[config.mk]
export PLATFORM = sky130hd
export DESIGN_NAME = bcd_convert_scheduler
export DESIGN_NICKNAME = d
export VERILOG_FILES = /design/src/rtl/bcd_convert_scheduler.sv
export SDC_FILE = /design/constraint.sdc
export NUM_CORES = 1
export LEC_CHECK = 0
export ABC_AREA = 1
export BUFFER_PORTS_ARGS = -buffer_cell sky130_fd_sc_hd__buf_2
export CORE_ASPECT_RATIO = 0.5
export CORE_UTILIZATION = 47
export DETAILED_ROUTE_END_ITERATION = 16
export PLACE_DENSITY = 0.79
export SYNTH_ARGS = -nofsm -noshare
export SYNTH_HDL_FRONTEND = slang
export SYNTH_SLANG_ARGS = --single-unit
[constraint.sdc]
create_clock -name clk -period 1.5 [get_ports clk]
set_input_delay 0 -clock clk [delete_from_list [all_inputs] [get_ports clk]]
set_output_delay 0 -clock clk [all_outputs]
set_load 0.01 [all_outputs]
[src/rtl/bcd_convert_scheduler.sv]
// bcd_convert_scheduler: round-robin time-sharing of one external binary-to-BCD converter with a per-channel result bank.
module bcd_convert_scheduler #(
  parameter int NCH = 4
) (
  input  logic              clk,
  input  logic              rst,
  input  logic [NCH-1:0]    req_i,
  input  logic [8*NCH-1:0]  bin_in_i,
  output logic [NCH-1:0]    ack_o,
  output logic [7:0]        conv_bin_o,
  input  logic [9:0]        conv_bcd_i,
  output logic [10*NCH-1:0] bcd_out_o,
  output logic [NCH-1:0]    valid_o,
  output logic [NCH-1:0]    upd_o,
  output logic              busy_o
);
  localparam int GW = $clog2(NCH);
  localparam logic IDLE    = 1'b0;
  localparam logic CAPTURE = 1'b1;
  logic           state_q;
  logic [GW-1:0]  last_q, grant_q, g_d;
  logic [7:0]     conv_bin_q;
  logic [NCH-1:0] ack_q, upd_q, valid_q;
  logic [9:0]     bank_q [NCH];
  logic [7:0]     bin [NCH];
  genvar c;
  generate
    for (c = 0; c < NCH; c++) begin : g_ch
      assign bin[c] = bin_in_i[8*c +: 8];
      assign bcd_out_o[10*c +: 10] = bank_q[c];
    end
  endgenerate
  // The second pass overrides the first, so channels above last_q win before wrapping around.
  always_comb begin
    g_d = '0;
    for (int i = NCH - 1; i >= 0; i--) if (req_i[i] && i <= int'(last_q)) g_d = GW'(i);
    for (int i = NCH - 1; i >= 0; i--) if (req_i[i] && i > int'(last_q)) g_d = GW'(i);
  end
  always_ff @(posedge clk) begin
    if (rst) begin
      state_q    <= IDLE;
      last_q     <= GW'(NCH - 1);
      grant_q    <= '0;
      conv_bin_q <= '0;
      ack_q      <= '0;
      upd_q      <= '0;
      valid_q    <= '0;
      bank_q     <= '{default: '0};
    end else if (state_q == CAPTURE) begin
      bank_q[grant_q]  <= conv_bcd_i;
      valid_q[grant_q] <= 1'b1;
      upd_q            <= NCH'(1) << grant_q;
      last_q           <= grant_q;
      ack_q            <= '0;
      state_q          <= IDLE;
    end else begin
      upd_q <= '0;
      ack_q <= '0;
      if (|req_i) begin
        grant_q    <= g_d;
        conv_bin_q <= bin[g_d];
        ack_q      <= NCH'(1) << g_d;
        state_q    <= CAPTURE;
      end
    end
  end
  assign ack_o      = ack_q;
  assign upd_o      = upd_q;
  assign valid_o    = valid_q;
  assign conv_bin_o = conv_bin_q;
  assign busy_o     = state_q == CAPTURE;
endmodule

==> impl_metrics.py <==
metrics = {
    "setup_path": {
        "required_ns": 1.74,
        "arrival_ns": 1.63,
        "cp-start-kind": "register",
        "crit_path_max_incr_delay_ns": 0.37,
        "worstSetupPathType": "register to register",
        "slowest_stage": "dfxtp_1",
        "end_kind": "register",
        "crit_chain": "nand2_1, clkinv_1, nand2_2, nand2_2, nand2_2, nand2_4, nand2_8, nand2_1, nand3_1, nand3_1, nand2_1",
        "cp_top_family": "simple AND/OR/NAND/NOR gates",
        "critical_path_peak_fanout": 19,
        "cp.buffers_inverters": 1,
    },
    "clock_network": {
        "post_cts_buffers": 0,
        "clk_pin_slew_worst_paths_ns": 0.08,
        "cts_tree": "yes",
        "numCtsBuffers": 9,
        "cts_sinks": 65,
        "clk_latency_ns": 0.34,
        "clockBufferDepth": 2,
        "h-tree-depth": 3,
        "clockRootBuffer": "clkbuf_8",
    },
    "logic_synthesis": {
        "syn-num-nets": 388,
        "netlist_instances": 340,
        "netlist-cell-type-count": 24,
        "avgSynthCellArea_um2": 7.66,
        "seq_area_frac_synth_pct": 50.0,
        "synthesis.area_um2": 2600,
        "ys_ff_latch": 65,
        "synth_warnings": 0,
    },
    "sta": {
        "final.setup.tns_ns": 0,
        "worst_pin_slew_ns": 0.356,
        "worst_slack_ns": 0.111,
        "setup_violations": 0,
        "finalCritPeriodShare_pct": 92.6,
        "relSlewSlack_pct": 76.3,
        "finalMaxSlewViolations": 0,
        "fin_hold_ws_ns": 0.0180,
        "skew_ns": 0.0118,
        "hold_viol": 0,
        "fmax_mhz": 720,
        "min_period_ns": 1.39,
    },
    "floorplan": {
        "die_h_um": 54.6,
        "die_w_um": 107,
        "initial_core_util_pct": 50.7,
        "core_area_um2": 5130,
        "ios": 109,
        "num_rows": 18,
        "die_area_um2": 5860,
    },
    "pwr": {
        "p_comb_share_pct": 18.2,
        "power_density_nw_per_um2": 1090,
        "switching_power_mw": 1.20,
        "irDropWorstVdd_mv": 0.674,
        "intPower_mw": 2.75,
        "seq_power_share_pct": 48.4,
        "p_leak_nw": 1.78,
        "p_clk_share_pct": 33.4,
        "switching_share_pct": 30.3,
        "total_power_mw": 3.95,
    },
    "placed_design": {
        "port_buffers": 108,
        "place_hpwl_mm": 4.66,
        "dp_slack_ns": 0.0805,
        "place_inst": 510,
        "placed_cell_area_um2": 3200,
        "globalplace.congestion": 0.803,
    },
    "cells_and_area": {
        "area_growth_pct": 38.8,
        "postLayoutCellArea_um2": 3610,
        "instances_no_fill": 549,
        "final_util_pct": 70.4,
        "mostFrequentLayoutCell": "buf_2",
        "num-fill-cells": 452,
        "diodes": 0,
        "nets": 522,
        "drive_gt1_share_pct": 33.2,
        "mostFrequentLayoutCells": "buf_2 (108), dfxtp_1 (65), nor2_1 (53), o21ai_0 (41), nand3_1 (41)",
        "regArea_um2": 1300,
        "multi_input_area_um2": 1070,
    },
    "global_route": {
        "grt_max_degree": 26,
        "grt_pass1_vias": 2293,
        "grt_overflow": 0,
        "track_usage_pct": 23.3,
        "grt_pass1_wl_mm": 10.3,
        "antenna_found_initial": 0,
    },
    "outcome": {
        "status": "finished clean",
    },
    "route": {
        "wire_per_inst_um": 12.5,
        "final_antenna_net_count": 0,
        "wirelength_mm": 6.88,
        "drcViolationCount": 0,
        "drt_iter0_drc": 207,
        "dr.pass1.iters": 4,
        "vias": 2651,
        "via_per_inst": 4.83,
    },
    "job": {
        "drv_cap": 0,
    },
    "hold_path": {
        "min_path_type": "input port to register",
    },
}
-- power groups by stage --
stage | registers [mW] | logic, mW | clock network, mW
global placement | 1.95 | 0.661 | 0
finish | 1.91 | 0.720 | 1.32
floorplan | 1.99 | 0.374 | 0
CTS | 1.91 | 0.716 | 1.34
detailed placement | 1.95 | 0.669 | 0
global route | 1.92 | 0.802 | 1.42
-- registers in the layout (all words and copies together), names as in the netlist --
register	flops
bcd_out_o	40
valid_o	4
ack_o	4
last_q	2
busy_o	1
conv_bin_o	8
upd_o	4
grant_q	2
-- per-layer routing --
layer,up-vias,global-route usage [%],wire length (µm)
met5,-,0,0
met4,0,10.3,93
li1,1373,-,-
met1,1169,27.6,3200
met2,97,40.8,3120
met3,12,6.90,456
-- repair_timing --
item / 4_1_cts / 5_1_grt
endpoints found under the hold margin: 36 / 0
endpoints found under the setup margin: 0 / 20
hold buffers: 23 / 0
gates resized for setup: 0 / 3
-- path summary, 6_finish.rpt --
check / from / to / slack (ns) / depth (start not counted)
max: last_q[1] / conv_bin_o[5] / 0.11 / 11
min: bin_in_i[14] / conv_bin_o[6] / 0.02 / 5
max reg2reg: last_q[1] / conv_bin_o[5] / 0.11 / 11
min reg2reg: bcd_out_o[22] / bcd_out_o[22] / 0.44 / 2
-- final cells by class --
cell class,count,area share [%]
clock inverters,7,1.59
clock buffers,9,3.43
repair buffers,140,23.2
flip-flops and latches,65,36.0
well taps,70,2.42
inverters,37,3.88
multi-input cells,221,29.5
-- worst reg2reg max path, cell delays in order (launching register included) --
cell      delay [ns]
dfxtp_1         0.37
nand2_1         0.07
clkinv_1        0.06
nand2_2         0.04
nand2_2         0.05
nand2_2         0.06
nand2_4         0.15
nand2_8         0.14
nand2_1         0.09
nand3_1         0.10
nand3_1         0.10
nand2_1         0.05
-- kinds of logic after synthesis --
| logic type | after synthesis | synth area share (%) |
|---|---|---|
| DFF | 65 | 50.0 |
| buffers and inverters | 54 | 9.22 |
| AOI/OAI and AO/OA | 69 | 13.5 |
| and+or+nand+nor | 152 | 27.3 |
-- cells in the mapped netlist --
cell	number	area (µm²)
dfxtp_1	65	1300
nor2_1	53	199
nand3_1	41	205
o21ai_0	41	205
nand2_1	36	135
inv_1	29	109
a21oi_1	21	105
nand2_2	11	68.8
clkbuf_1	10	37.5
inv_2	5	18.8
nor3_1	5	25.0
o21ai_1	4	20.0
nand3_2	3	30.0
buf_2	2	10.0
buf_6	2	22.5
clkbuf_2	2	10.0
clkinv_1	2	7.51
o211ai_1	2	15.0
buf_12	1	20.0
clkinv_2	1	5.00
nand2_4	1	11.3
nand2_8	1	20.0
nand3_4	1	17.5
o22ai_1	1	6.26
(Power assumes the default switching activity.)
